===== src/rtl/scoreboard_reader_if.sv =====
// Record stream from scoreboard_reader to a consumer.
// master presents {user_id, score} records; slave returns ready.
interface scoreboard_reader_if;
    logic        entry_valid;
    logic        entry_ready;
    logic [31:0] entry_data;
    logic [7:0]  entry_index;

    modport master (
        output entry_valid,
        output entry_data,
        output entry_index,
        input  entry_ready
    );

    modport slave (
        input  entry_valid,
        input  entry_data,
        input  entry_index,
        output entry_ready
    );
endinterface


===== src/rtl/scoreboard_reader.sv =====
// Scans scoreboard RAM and streams {user_id, score} records, tracking the best score.
// Optional: SCOREBOARD_SKIP_EMPTY_EN skips records whose user_id is zero.
module scoreboard_reader #(
    parameter int          ENTRY_COUNT = 16,
    parameter logic [15:0] BASE_ADDR   = 16'h0000,
    parameter int          RD_LAT      = 2
) (
    input  logic                       clk,
    input  logic                       rst,
    input  logic                       start,
    output logic [15:0]                ram_address,
    input  logic [15:0]                ram_data,
    scoreboard_reader_if.master        ent,
    output logic                       busy,
    output logic                       done,
    output logic [31:0]                best_data
);

    localparam logic [2:0] IDLE    = 3'd0;
    localparam logic [2:0] RD_ID   = 3'd1;
    localparam logic [2:0] RD_SC   = 3'd2;
    localparam logic [2:0] PRESENT = 3'd3;
    localparam logic [2:0] DONE    = 3'd4;

    logic [2:0]  state;
    logic [2:0]  wait_cnt;
    logic [15:0] user_id;
    logic [7:0]  index;
    logic [31:0] best;
    logic        have_best;
    logic        valid_q;
    logic [31:0] data_q;

    logic        last;
    logic        fire;
    logic        wait_done;
    logic        take;
    logic        skip;
    logic [31:0] best_nxt;

    assign ent.entry_valid = valid_q;
    assign ent.entry_data  = data_q;
    assign ent.entry_index = index;

    assign last      = (index == 8'(ENTRY_COUNT - 1));
    assign fire      = (state == PRESENT) && valid_q && ent.entry_ready;
    assign wait_done = (wait_cnt == 3'(RD_LAT));

`ifdef SCOREBOARD_SKIP_EMPTY_EN
    assign skip = (user_id == 16'h0000);
`else
    assign skip = 1'b0;
`endif

    // The first counted record always seeds best; later ones replace it only when strictly higher.
    always_comb begin
        take     = fire && (!have_best || (data_q[15:0] > best[15:0]));
        best_nxt = take ? data_q : best;
    end

    // Scan FSM: wait RD_LAT clocks per word, sample on the following edge, then present.
    always_ff @(posedge clk or negedge rst) begin
        if (!rst) begin
            state       <= IDLE;
            wait_cnt    <= 3'd0;
            user_id     <= 16'h0000;
            index       <= 8'd0;
            best        <= 32'h0;
            have_best   <= 1'b0;
            valid_q     <= 1'b0;
            data_q      <= 32'h0;
            ram_address <= BASE_ADDR;
            busy        <= 1'b0;
            done        <= 1'b0;
            best_data   <= 32'h0;
        end else begin
            done <= 1'b0;
            unique case (state)
                IDLE: begin
                    if (start) begin
                        ram_address <= BASE_ADDR;
                        index       <= 8'd0;
                        best        <= 32'h0;
                        have_best   <= 1'b0;
                        wait_cnt    <= 3'd0;
                        busy        <= 1'b1;
                        state       <= RD_ID;
                    end
                end
                RD_ID: begin
                    if (wait_done) begin
                        user_id     <= ram_data;
                        ram_address <= ram_address + 16'd1;
                        wait_cnt    <= 3'd0;
                        state       <= RD_SC;
                    end else begin
                        wait_cnt <= wait_cnt + 3'd1;
                    end
                end
                RD_SC: begin
                    if (wait_done) begin
                        wait_cnt <= 3'd0;
                        if (skip) begin
                            if (last) begin
                                best_data <= best;
                                busy      <= 1'b0;
                                done      <= 1'b1;
                                state     <= DONE;
                            end else begin
                                index       <= index + 8'd1;
                                ram_address <= ram_address + 16'd1;
                                state       <= RD_ID;
                            end
                        end else begin
                            data_q  <= {user_id, ram_data};
                            valid_q <= 1'b1;
                            state   <= PRESENT;
                        end
                    end else begin
                        wait_cnt <= wait_cnt + 3'd1;
                    end
                end
                PRESENT: begin
                    if (fire) begin
                        valid_q <= 1'b0;
                        best    <= best_nxt;
                        if (take) begin
                            have_best <= 1'b1;
                        end
                        if (last) begin
                            best_data <= best_nxt;
                            busy      <= 1'b0;
                            done      <= 1'b1;
                            state     <= DONE;
                        end else begin
                            index       <= index + 8'd1;
                            ram_address <= ram_address + 16'd1;
                            state       <= RD_ID;
                        end
                    end
                end
                DONE: begin
                    state <= IDLE;
                end
                default: begin
                    state <= IDLE;
                end
            endcase
        end
    end

endmodule


===== src/flat_wrapper.sv =====
// flat-port wrapper written by rule: the top's interface ports become plain ports
module scoreboard_reader_flat 
#(
    parameter int          ENTRY_COUNT = 16,
    parameter logic [15:0] BASE_ADDR   = 16'h0000,
    parameter int          RD_LAT      = 2
)
  (clk, rst, start, ram_address, ram_data, busy, done, best_data, ent_entry_valid, ent_entry_data, ent_entry_index, ent_entry_ready);
  scoreboard_reader_if ent_i ();
  input  logic clk;
  input  logic rst;
  input  logic start;
  output logic [15:0] ram_address;
  input  logic [15:0] ram_data;
  output logic busy;
  output logic done;
  output logic [31:0] best_data;
  output wire logic [$bits(ent_i.entry_valid)-1:0] ent_entry_valid;
  output wire logic [$bits(ent_i.entry_data)-1:0] ent_entry_data;
  output wire logic [$bits(ent_i.entry_index)-1:0] ent_entry_index;
  input wire logic [$bits(ent_i.entry_ready)-1:0] ent_entry_ready;
  assign ent_entry_valid = ent_i.entry_valid;
  assign ent_entry_data = ent_i.entry_data;
  assign ent_entry_index = ent_i.entry_index;
  assign ent_i.entry_ready = ent_entry_ready;
  scoreboard_reader #(.ENTRY_COUNT(ENTRY_COUNT), .BASE_ADDR(BASE_ADDR), .RD_LAT(RD_LAT)) u_core (.clk(clk), .rst(rst), .start(start), .ram_address(ram_address), .ram_data(ram_data), .ent(ent_i), .busy(busy), .done(done), .best_data(best_data));
endmodule

===== config.mk =====
export PLATFORM = sky130hd
export DESIGN_NAME = scoreboard_reader_flat
export DESIGN_NICKNAME = d
export VERILOG_FILES = /design/src/rtl/scoreboard_reader_if.sv /design/src/rtl/scoreboard_reader.sv /design/src/flat_wrapper.sv
export SDC_FILE = /design/constraint.sdc
export NUM_CORES = 1
export LEC_CHECK = 0
export CORE_UTILIZATION = 33
export CTS_CLUSTER_DIAMETER = 120
export DETAILED_ROUTE_END_ITERATION = 12
export PLACE_DENSITY = 0.57
export SYNTH_ARGS = -nofsm -noshare
export SYNTH_HDL_FRONTEND = slang
export SYNTH_SLANG_ARGS = --single-unit

===== constraint.sdc =====
create_clock -name clk -period 2.5 [get_ports clk]
set_clock_uncertainty 0.05 [all_clocks]
set_input_delay 0.25 -clock clk [delete_from_list [all_inputs] [get_ports clk]]
set_output_delay 0.25 -clock clk [all_outputs]
set_load 0.005 [all_outputs]

After elaboration in Yosys (flattened, before gate mapping)
Index checks and enable logic that the tools add are counted.

Equality and inequality tests: 12. Mux-type cells: 36. Reductions and logical operators: 22. $lt $le $gt $ge: 1. Add/sub/neg operators: 3.

Operators by type and width (number): $mux 32 (3); $mux 16 (4); $pmux 32 s2 (1); $pmux 16 s3 (1); $mux 8 (3); $mux 3 (7); $add 16x1->16 const B (1); $gt 16x16->1 (1); $pmux 8 s2 (1); $reduce_and 4->1 (4); $pmux 3 s4 (1); $mux 1 (11); $ne 2x1->1 const B (5); $eq 3x2->1 const B (3); $reduce_and 3->1 (3); $add 8x1->8 const B (1); $eq 8x4->1 const B (1); $pmux 1 s2 (3); $pmux 3 s2 (1); $reduce_and 2->1 (3); $reduce_bool 2->1 (3); $reduce_and 5->1 (1); $ne 2x2->1 const B (2); $add 3x1->3 const B (1); other kinds (7) (9).

Bits of input ports: 20. Bits in registers: 146. Logic and storage cells: 86.

Logic depth before layout (Yosys ltp)
Gate-level depths: netlist (run 1).

Word-level depth: 7. Gate-level depth with buffers: 10.

Worst setup path before layout (run 1)
No wires, ideal clock.

Path type: reg2reg. Start point: reg u_core.data_q[15] (netlist: u_core.ent.entry_data[15]). End point: reg u_core.best_data[10]. Library setup time: 0.137 ns. Arrival time: 2.174 ns. Cell stages (with the launch flop): 10. Slack: 0.139 ns. Path through: dfrtp_1 > ha_1 > nand4_1 > nor4_1 > a21bo_2 > a31oi_1 > buf_4 > buf_6 > mux2i_1 > a21oi_1.

Cells in the longest elaborated chain, start to end: 4.

RTL lines: from (decl) (RTL line scoreboard_reader.sv:32) `logic [31:0] data_q;`; from (signal assigned) (RTL line scoreboard_reader.sv:115) `data_q <= {user_id, ram_data};`; $gt 16x16->1 (RTL line scoreboard_reader.sv:57) `take = fire && (!have_best || (data_q[15:0] > best[15:0]));`; $logic_or 1x1->1 (RTL line scoreboard_reader.sv:57); $logic_and 1x1->1 (RTL line scoreboard_reader.sv:57); $mux 32 (RTL line scoreboard_reader.sv:58) `best_nxt = take ? data_q : best;`; to (signal assigned) (RTL line scoreboard_reader.sv:105) `best_data <= best;`; to (signal assigned) (RTL line scoreboard_reader.sv:131) `best_data <= best_nxt;`; to (decl) (RTL line scoreboard_reader.sv:16) `output logic [31:0] best_data`.

No other way between the ends. A chain may end at the register's enable or synchronous reset.

Worst setup path in the final report (run 1)
Start point: reg u_core.data_q[13] (netlist: u_core.ent.entry_data[13]). End point: reg u_core.best[13].

Cells in the longest elaborated chain, start to end: 6.

RTL lines: $gt 16x16->1 (RTL line scoreboard_reader.sv:57); $logic_or 1x1->1 (RTL line scoreboard_reader.sv:57); $logic_and 1x1->1 (RTL line scoreboard_reader.sv:57); $mux 32 (*) (RTL line scoreboard_reader.sv:58); $mux 32 (*) (RTL line scoreboard_reader.sv:124) `if (fire) begin`; $pmux 32 s2 (*) (RTL line scoreboard_reader.sv:78) `unique case (state)`; to (signal assigned) (RTL line scoreboard_reader.sv:126) `best <= best_nxt;`; to (decl) (RTL line scoreboard_reader.sv:29) `logic [31:0] best;`.

Mark *: on every way between the ends. The rest lies on a longest branch, timed or not. The select of a mux whose other input is x is not followed.

==> metrics.md, run 1 <==
| Metric | Value |
|---|---|
| Run status | completed |
| Req. time, crit path | 2760 ps |
| Hold Slack | 345 ps |
| Total placed instance area | a little over 8000 um2 |
| Vias in the first global route | 4,915 |
| Final non-filler cell area | roughly 9100 um2 |
| CTS Buf Count | 17 |
| Unique cell type count in the Yosys netlist | between 40 and 50 |
| Clk root buf | clkbuf_16 |
| Max IR drop VDD | 0.553 mV |
| CTS tree | done |
| Min-delay worst type | input port to async pin |
| Post-synth EDFFs | 0 |
| Initial Util | 0.337 |
| Slew Limit Fails | 0 |
| Worst-path cell with the longest stage delay | dfrtp_1 |
| Tcrit/Tclk final | 0.981 |
| Post-layout net count | 754 |
| Register-to-Register Path Depth | 9 |
| Power Density | 1030 nW/um2 |
| Static Leakage | 3.96 nW |
| Die W | 143 um |
| FF+latch count, synth | 146 |
| Fmax | 0.408 GHz |
| Max Buffers Root-to-Sink | 2 |
| Initial DRC Count | 248 |
| CP arrival | 2710 ps |
| Clock latency on the worst-skew pair | approximately 420 ps |
| Die Y-Extent | about 140 um |
| Final hold violation count | 0 |
| Crit path buf inv count | 2 |
| Max Cap Viol | 0 |
| CP top delay family | compound AO/OA/AOI/OAI gates |
| Total GRT Usage | 0.168 |
| Post-DR wirelength/cell | around 17 um |
| Worst-path fanout max | 23 |
| Register Area | 3650 um2 |
| Post-DR vias/cell | around 5 |
| Largest net degree at the start of global routing | 69 |
| IO Pins | 111 |
| Critical path endpoint | u_core.best[13] |
| Flop2flop setup slack | 50 ps |
| Slowest stage delay, CP | 390 ps |
| Setup-failing EPs final | 0 |
| Critical-path cell list | ha_1, nand4_1, nor4_2, a21bo_2, a31oi_4, buf_6, o21ai_4, buf_12, a22o_1 |
| Net Count, Synth | 598 |
| Area growth syn-to-layout | 39.4% |
| Worst reg2reg startpoint | u_core.ent.entry_data[13] |
| First-pass GRT wire length | around 26,000 um |
| Crit Path Class | flip-flop to flip-flop |
| Port Buffers | 110 |
| Post-Syn Area | 6560 um2 |
| Cells after Synth | 560 |
| H-tree depth | 4 |
| Post-synthesis sequential area ratio | 0.557 |
| CP endpoint kind | flip-flop |
| End of the worst register-to-register path | u_core.best[13] |
| Total number of vias | between 4k and 5k |
| Clk slew on worst S/H paths | 70 ps |
| Minimum clock period | 2450 ps |
| Sink Count | 146 |
| Area occupied by multi-input gates | about 2800 um2 |
| Row count | 51 |
| Worst setup startpoint | u_core.ent.entry_data[13] |
| RSZ-0062 raised after global routing | true |
| Initial antenna violation count | 0 |
| Final HPWL DP | 10,900 um |
| Max-slew headroom | 0.559 |
| Drt drc | 0 |
| DIE AREA | ~20,000 um2 |
| Ant diodes | 0 |
| Top_reg_cell synth | dfrtp_1 |
| RePlAce Congestion | 0.815 |
| Share of layout cells above drive strength 1 | 0.209 |
| Core area | 19,500 um2 |
| Tightest Pin Transition | ~660 ps |
| Total negative setup slack | 0 ps |
| WP depth | 9 |
| Number of iterations in the first detailed-routing pass | 4 |
| Routed Antenna Nets | 0 |
| Worst Setup Start Kind | flip-flop |
| Fillers | 1,765 |
| Post-Route WL | 16,800 um |
| Post-synth ARST share | 1.00 |
| Gr ovfl total | 0 |
| Yosys warns | 0 |
| Avg Cell Area, Syn | 11.7 um2 |
==> report_power, final <==
group	internal (mW)	switching, mW
combinational	1.87	1.56
sequential	2.95	0.474
clock	1.54	1.05
==> cell families after synthesis <==
family / share of synthesized area
AO/OA/AOI/OAI: 0.107
XOR/XNOR: 0.0254
adder cells (fa/ha/maj): 0.0344
buffers and inverters: 0.0338
flip-flops: 0.557
multiplexers: 0.133
AND/OR/NAND/NOR: 0.109
==> final cells by class <==
class / count / share of cell area
inverters: 21 / 0.00863
multi-input cells: 365 / 0.302
clock inverters: 13 / 0.0163
clock buffers: 19 / 0.0496
repair buffers: 165 / 0.187
flip-flops and latches: 146 / 0.400
well taps: 265 / 0.0363
==> layer usage <==
layer | vias to the layer above | wire length [um] | global-route usage
met5 | - | 0 | 0
met1 | 2472 | 7690 | 0.217
met2 | 110 | 8050 | 0.275
met4 | 0 | 161 | 0.0436
li1 | 2309 | - | -
met3 | 13 | 921 | 0.0483
==> state kept, by name, summed over array words and instances, names as in the netlist <==
signal	cells
u_core.have_best	1
u_core.user_id	16
u_core.ent.entry_data	32
u_core.done	1
u_core.ram_address	16
u_core.best	32
u_core.best_data	32
u_core.ent.entry_index	8
u_core.state	3
u_core.ent.entry_valid	1
u_core.busy	1
u_core.wait_cnt	3
==> cell usage after synthesis, drive strengths merged (5+ instances only) <==
cell type	instances	share of area
a21oi	43	0.033
mux2i	33	0.050
a22o	34	0.045
nand4	16	0.015
dfrtp	146	0.56
mux2	48	0.082
clkbuf	13	0.0074
ha	18	0.034
xor2	18	0.024
nand2	22	0.013
nor3	5	0.0053
inv	21	0.012
o21ai	10	0.0076
nand3	8	0.0069
and3	9	0.0086
nor2	64	0.037
buf	15	0.014
==> what timing repair did <==
action / CTS / global route
cloned: 0 / 5
hold buffers: 1 / 0
pin swaps: 3 / 35
resized for setup: 1 / 11
buffers inserted: 3 / 1
endpoints found under the setup margin: 29 / 64
hold endpoints to repair: 65 / 0
==> worst register-to-register path: stages (launching register included) <==
cell     delay (ps)
dfrtp_1         390
ha_1            300
nand4_1         190
nor4_2          320
a21bo_2         280
a31oi_4         190
buf_6           170
o21ai_4          70
buf_12          180
a22o_1          210
==> stage by stage <==
| stage | util | cells | setup slack (ps) | power (mW) |
|---|---|---|---|---|
| floorplan | - | 560 | 139 | 5.13 |
| global route | 0.470 | 994 | -104 | 10.1 |
| global placement | 0.427 | 952 | 2.26 | 6.69 |
| CTS | 0.460 | 988 | 3.82 | 9.43 |
| detailed placement | 0.427 | 952 | -77.6 | 6.76 |
| finish | 0.470 | 994 | 46.8 | 9.44 |
==> cell usage in the layout, fill, tap and decap left out, types with 2 or more instances in the layout <==
cell	count
dfrtp_1	146
clkdlybuf4s50_1	109
nor2_1	63
mux2_2	48
a21oi_1	42
buf_4	37
a22o_1	34
mux2i_1	30
nand2_1	22
clkbuf_16	22
inv_1	21
xor2_1	18
ha_1	17
nand4_1	16
o21ai_0	9
and3_1	9
buf_12	7
nand3_1	6
buf_6	6
clkinvlp_4	5
and2_1	4
nor2b_1	4
nand2b_1	4
inv_6	4
nor3_1	3
nor3_2	2
a211oi_1	2
nand3_2	2
mux2i_2	2
clkbuf_8	2
bufinv_16	2
==> how the worst min path moves through the flow <==
stage,to,depth (start not counted),startpoint
floorplan,u_core.best[0],0,rst
global placement,u_core.ent.entry_index[3],1,rst
detailed placement,u_core.ent.entry_index[3],1,rst
CTS,u_core.ent.entry_index[3],2,rst
global route,u_core.ent.entry_index[3],2,rst
finish,u_core.ent.entry_index[3],2,rst
Note: power is estimated with default switching activity, not from simulation.
==> run 2: changes to the inputs <==
--- a/config.mk
+++ b/config.mk
@@ -5,10 +5,11 @@
 export SDC_FILE = /design/constraint.sdc
 export NUM_CORES = 1
 export LEC_CHECK = 0
+export ABC_CLOCK_PERIOD_IN_PS = 2500
 export CORE_UTILIZATION = 33
 export CTS_CLUSTER_DIAMETER = 120
 export DETAILED_ROUTE_END_ITERATION = 12
-export PLACE_DENSITY = 0.57
+export PLACE_DENSITY = 0.61
 export SYNTH_ARGS = -nofsm -noshare
 export SYNTH_HDL_FRONTEND = slang
 export SYNTH_SLANG_ARGS = --single-unit
==> run 2 against run 1 <==
The flow now finishes with violations (negative setup slack). Global-route usage increased by 0.75 points. Via count increased by 0.31%. Routed wire length increased by 1.3%. Register-to-register slack got worse by 60 ps. Critical endpoint is now u_core.best[22]. Largest power group is now sequential cells.
==> metrics.md, run 2 (same netlist as run 1, synthesis figures left out) <==
| Metric | Value |
|---|---|
| Clk slew on worst S/H paths | roughly 70 ps |
| Total GRT Usage | 0.176 |
| Min-delay worst type | input port to async pin |
| Core area | 19,500 um2 |
| Run status | finished with violations |
| Final HPWL DP | 10,700 um |
| Dpl ws | -63.3 ps |
| Req. time, crit path | 2770 ps |
| Slowest stage delay, CP | 370 ps |
| Initial antenna violation count | 0 |
| RePlAce Congestion | 0.806 |
| Final non-filler cell area | 9200 um2 |
| Most frequent cells in the layout | dfrtp_1, clkdlybuf4s50_1, nor2_1 |
| Worst-path cell with the longest stage delay | dfrtp_1 |
| Post-DR wirelength/cell | roughly 17 um |
| Setup ws final | -17.3 ps |
| Max IR drop VDD | 0.585 mV |
| Largest net degree at the start of global routing | 94 |
| CP top delay family | buffers and inverters |
| RSZ-0062 raised after global routing | true |
| Setup-failing EPs final | 3 |
| CTS tree | done |
| Share of layout cells above drive strength 1 | 0.213 |
| Power Density | between 1000 and 1500 nW/um2 |
| Tcrit/Tclk final | 1.01 |
| First-pass GRT wire length | 27,300 um |
| Fmax | 0.397 GHz |
| Row count | 51 |
| Post-DR vias/cell | between 4 and 5 |
| Clk pwr share | 0.284 |
| Post-Route WL | 17,000 um |
| Die Y-Extent | ~140 um |
| Failing checks | negative setup slack |
| Commonest non-fill, non-tap cell in the layout | dfrtp_1 |
| Flop2flop setup slack | -20 ps |
| Port Buffers | 110 |
| Total number of vias | 4,919 |
| Routed Antenna Nets | 0 |
| Drt drc | 0 |
| Total net switching power | 3.11 mW |
| Crit path buf inv count | 6 |
| Vias in the first global route | 5,114 |
| Gr ovfl total | 0 |
| Area growth syn-to-layout | 40.3% |
| Worst Setup Start Kind | flip-flop |
| Crit Path Class | flip-flop to flip-flop |
| CP arrival | approximately 2800 ps |
| Initial DRC Count | 267 |
| Combinational Power Share | 0.357 |
| Worst reg2reg startpoint | u_core.best[13] |
| Post-layout net count | 751 |
| Ant diodes | 0 |
| Die W | between 100 and 150 um |
| Switching Share | 0.322 |
| Max-slew headroom | 0.654 |
| Clock latency on the worst-skew pair | around 430 ps |
| DIE AREA | 20,400 um2 |
| Slew Limit Fails | 0 |
| Max Buffers Root-to-Sink | 2 |
| Final hold violation count | 0 |
| Minimum clock period | 2520 ps |
| Max Cap Viol | 0 |
| P_int | 6.56 mW |
| Worst setup startpoint | u_core.best[13] |
| Tightest Pin Transition | between 500 and 600 ps |
| Flop pwr share | 0.359 |
| Clk root buf | clkbuf_16 |
| Sink Count | 146 |
| Total placed instance area | 8240 um2 |
| Number of iterations in the first detailed-routing pass | 5 |
| Static Leakage | 3.98 nW |
| IO Pins | approximately 110 |
| CTS Buf Count | 17 |
| Critical-path cell list | inv_1, ha_4, nand4_1, nor4_2, buf_4, a41o_1, a31oi_4, buf_12, buf_8, buf_16, buf_6, a22o_1 |
| H-tree depth | 4 |
| Worst-path fanout max | 6 |
| Initial Util | 0.337 |
| CP endpoint kind | flip-flop |
-- run 2: cell type report --
cell class / instances / area (um2)
fill: 1758 / 10300
sequential: 146 / 3650
multi-input combinational: 365 / 2790
timing repair buffer: 162 / 1700
clock buffer: 18 / 439
tap: 265 / 332
clock inverter: 14 / 201
inverter: 21 / 78.8
-- run 2: path summary, 6_finish.rpt --
check                                  endpoint  cells after the start
setup / recovery                u_core.best[22]                     12
hold / removal               u_core.wait_cnt[1]                      2
setup reg to reg                u_core.best[22]                     12
hold reg to reg                 u_core.best[30]                      1
max in group asynchronous  u_core.best_data[18]                      3
min in group clk              u_core.user_id[8]                      2
-- run 2: power by group through the flow --
stage               clock network [mW]  registers, mW  logic, mW
finish                            2.75           3.48       3.45
global route                      2.91           3.56       3.78
CTS                               2.81           3.46       3.37
detailed placement                   0           3.48       3.22
global placement                     0           3.46       3.14
floorplan                            0           3.44       1.70
-- run 2: per-stage QoR --
stage	cells	total power [mW]	utilization	hold WS (ps)	TNS, ps
after floorplan	560	5.13	-	-95.6	0
after global placement	945	6.59	0.423	48.7	-11.6
after detailed placement	945	6.69	0.423	53.3	-958
after CTS	986	9.64	0.467	172	-335
after global routing	991	10.3	0.472	194	-3420
final	991	9.67	0.472	185	-31.3
-- run 2: worst reg2reg max path, delay by kind of cell (launching register included) --
family          cells  cell delay [ps]
compound gates      3              440
fa+ha+maj           1              270
buf+inv             6              810
flops               1              370
simple gates        2              470
-- run 2: per-layer routing --
metal  vias up  part of all wire  track usage
li1       2293                 -            -
met1      2509              0.45        0.229
met2       101              0.49        0.283
met3        16             0.049       0.0520
met4         0             0.011       0.0487
met5         -                 0            0
-- run 2: what timing repair did --
action,CTS,global route
cloned,3,2
hold endpoints to repair,25,0
pin swaps,10,21
endpoints found under the setup margin,36,67
buffers inserted,6,4
hold buffers,1,0
resized for setup,11,11
==> run 3: changes to the inputs <==
--- a/config.mk
+++ b/config.mk
@@ -9,7 +9,8 @@
 export CORE_UTILIZATION = 33
 export CTS_CLUSTER_DIAMETER = 120
 export DETAILED_ROUTE_END_ITERATION = 12
-export PLACE_DENSITY = 0.61
+export DONT_BUFFER_PORTS = 1
+export PLACE_DENSITY = 0.53
 export SYNTH_ARGS = -nofsm -noshare
 export SYNTH_HDL_FRONTEND = slang
 export SYNTH_SLANG_ARGS = --single-unit
==> run 3 against run 2 <==
Critical path depth fell by 3. Largest power group unchanged. Final cell count decreased by 8.8%. Sequential share of layout area up 4.6 points. Design area fell by 10%. Combinational power fell by 16%. Critical path type unchanged. The flow finishes with violations (negative hold slack, negative setup slack). Utilization down 4.9 points. Critical endpoint is now u_core.best[30].
==> metrics.md, run 3 (same netlist as run 1, synthesis figures left out) <==
| Metric | Value |
|---|---|
| Run status | finished with violations |
| Failing checks | negative hold slack, negative setup slack |
| CP arrival | 2840 ps |
| Static Leakage | 3.65 nW |
| Setup-failing EPs final | 7 |
| Initial Util | 0.337 |
| Total GRT Usage | 0.173 |
| Post-layout net count | 664 |
| Tcrit/Tclk final | 1.01 |
| H-tree depth | 4 |
| Post-DR wirelength/cell | 18.5 um |
| DR WL met2 | 8140 um |
| Clk slew on worst S/H paths | 60 ps |
| Initial DRC Count | 315 |
| Pwr Total | 8.90 mW |
| CP endpoint kind | flip-flop |
| IO Pins | between 100 and 150 |
| Max Buffers Root-to-Sink | 2 |
| Req. time, crit path | roughly 2800 ps |
| Share of layout cells above drive strength 1 | 0.239 |
| Slew Limit Fails | 0 |
| Most frequent cells in the layout | dfrtp_1, nor2_1, mux2_2 |
| CTS Buf Count | 17 |
| Total number of vias | 4,603 |
| Max layer used | met4 |
| Number of iterations in the first detailed-routing pass | 4 |
| Die Y-Extent | around 140 um |
| Port Buffers | 0 |
| Worst-path fanout max | 9 |
| Hold Slack | -533 ps |
| Routed Antenna Nets | 0 |
| Crit Path Class | flip-flop to flip-flop |
| Initial antenna violation count | 0 |
| RSZ-0062 raised after global routing | true |
| Register-to-Register Path Depth | 9 |
| Inst Count DP | 838 |
| Total placed instance area | 7150 um2 |
| CTS Hold Bufs | 17 |
| Sink Count | 146 |
| Max IR drop VDD | 0.678 mV |
| Tightest Pin Transition | 521 ps |
| Commonest non-fill, non-tap cell in the layout | dfrtp_1 |
| Area growth syn-to-layout | 25.7% |
| Max-slew headroom | 0.650 |
| Minimum clock period | 2530 ps |
| Wire length on met3 | between 1500 and 2000 um |
| Final HPWL DP | 10,600 um |
| DIE AREA | between 20,000 and 25,000 um2 |
| Post-DR vias/cell | 5.09 |
| Post-Route Utilization | 0.423 |
| Final hold violation count | 146 |
| Die W | 143 um |
| Final non-filler cell area | 8240 um2 |
| Vias in the first global route | between 4k and 5k |
| Max Cap Viol | 0 |
| M1 wire length | between 6000 and 7000 um |
| Post-Route WL | between 15,000 and 20,000 um |
| Power Density | 1080 nW/um2 |
| Clock latency on the worst-skew pair | 420 ps |
| RePlAce Congestion | between 0.7 and 0.8 |
| Ant diodes | 0 |
| Drt drc | 0 |
| Flop2flop setup slack | -30 ps |
| Clk root buf | clkbuf_16 |
| CTS tree | done |
| First-pass GRT wire length | 26,600 um |
| Fmax | 0.395 GHz |
| Setup ws final | -33.0 ps |
| Min-delay worst type | input port to async pin |
| Layout Cells excl Fill | between 900 and 1k |
| Row count | 51 |
| Gr ovfl total | 0 |
| Core area | 19,500 um2 |
| Worst Setup Start Kind | flip-flop |
| Largest net degree at the start of global routing | 147 |
run 3: cell count changes in the layout (fill, tap and decap cells not counted), sizes merged:
cell           previous run  this run
buf                      50        55
bufbuf                    0         1
bufinv                    4         2
clkdlybuf4s50           109         0
clkinvlp                  2         5
dlygate4sd3               1        17
inv                      24        22
o21ai                    10        11
run 3: area by class of cell:
| class | instances | area [um2] |
|---|---|---|
| clock buffers | 19 | 443 |
| well taps | 265 | 332 |
| fillers | 1877 | 11200 |
| clock inverters | 13 | 135 |
| inverters | 21 | 78.8 |
| multi-input cells | 366 | 2780 |
| repair buffers | 74 | 813 |
| flip-flops and latches | 146 | 3650 |
run 3: path summary, 6_finish.rpt:
kind	startpoint	endpoint
worst min register to register	u_core.best[16]	u_core.best[16]
worst min-delay path	rst	u_core.ent.entry_index[6]
max in group asynchronous	rst	u_core.ent.entry_data[8]
min in group clk	start	u_core.wait_cnt[2]
worst max register to register	u_core.ent.entry_data[11]	u_core.best[30]
worst max-delay path	u_core.ent.entry_data[11]	u_core.best[30]
run 3: timing repair:
action	CTS	global route
cloned	6	1
resized for setup	6	8
pin swaps	6	8
setup buffers	7	4
endpoints found under the setup margin	64	70
hold endpoints to repair	180	146
run 3: worst max-delay path: stages, from the launching register on:
cell       delay [ps]
dfrtp_1           420
ha_4              290
nand4_1           170
nor4_2            350
a21bo_2           280
a31oi_4           190
buf_12            190
bufbuf_16         280
buf_4             110
a22o_1            130
run 3: report_power, final:
| part | internal, mW | switching, mW |
|---|---|---|
| Clock | 1.49 | 1.00 |
| Combinational | 1.48 | 1.43 |
| Sequential | 2.95 | 0.540 |
run 3: stage by stage:
step	worst slack [ps]	TNS (ps)
2_1_floorplan	139	0
3_3_place_gp	-126	-4070
3_5_place_dp	-217	-8630
4_1_cts	-93.9	-2450
5_1_grt	-183	-6320
6_report	-33.0	-124
run 3: routing by layer:
layer	vias to the layer above	track usage
li1	2131	-
met1	2323	0.208
met2	132	0.278
met3	17	0.0771
met4	0	0.0481
met5	-	0
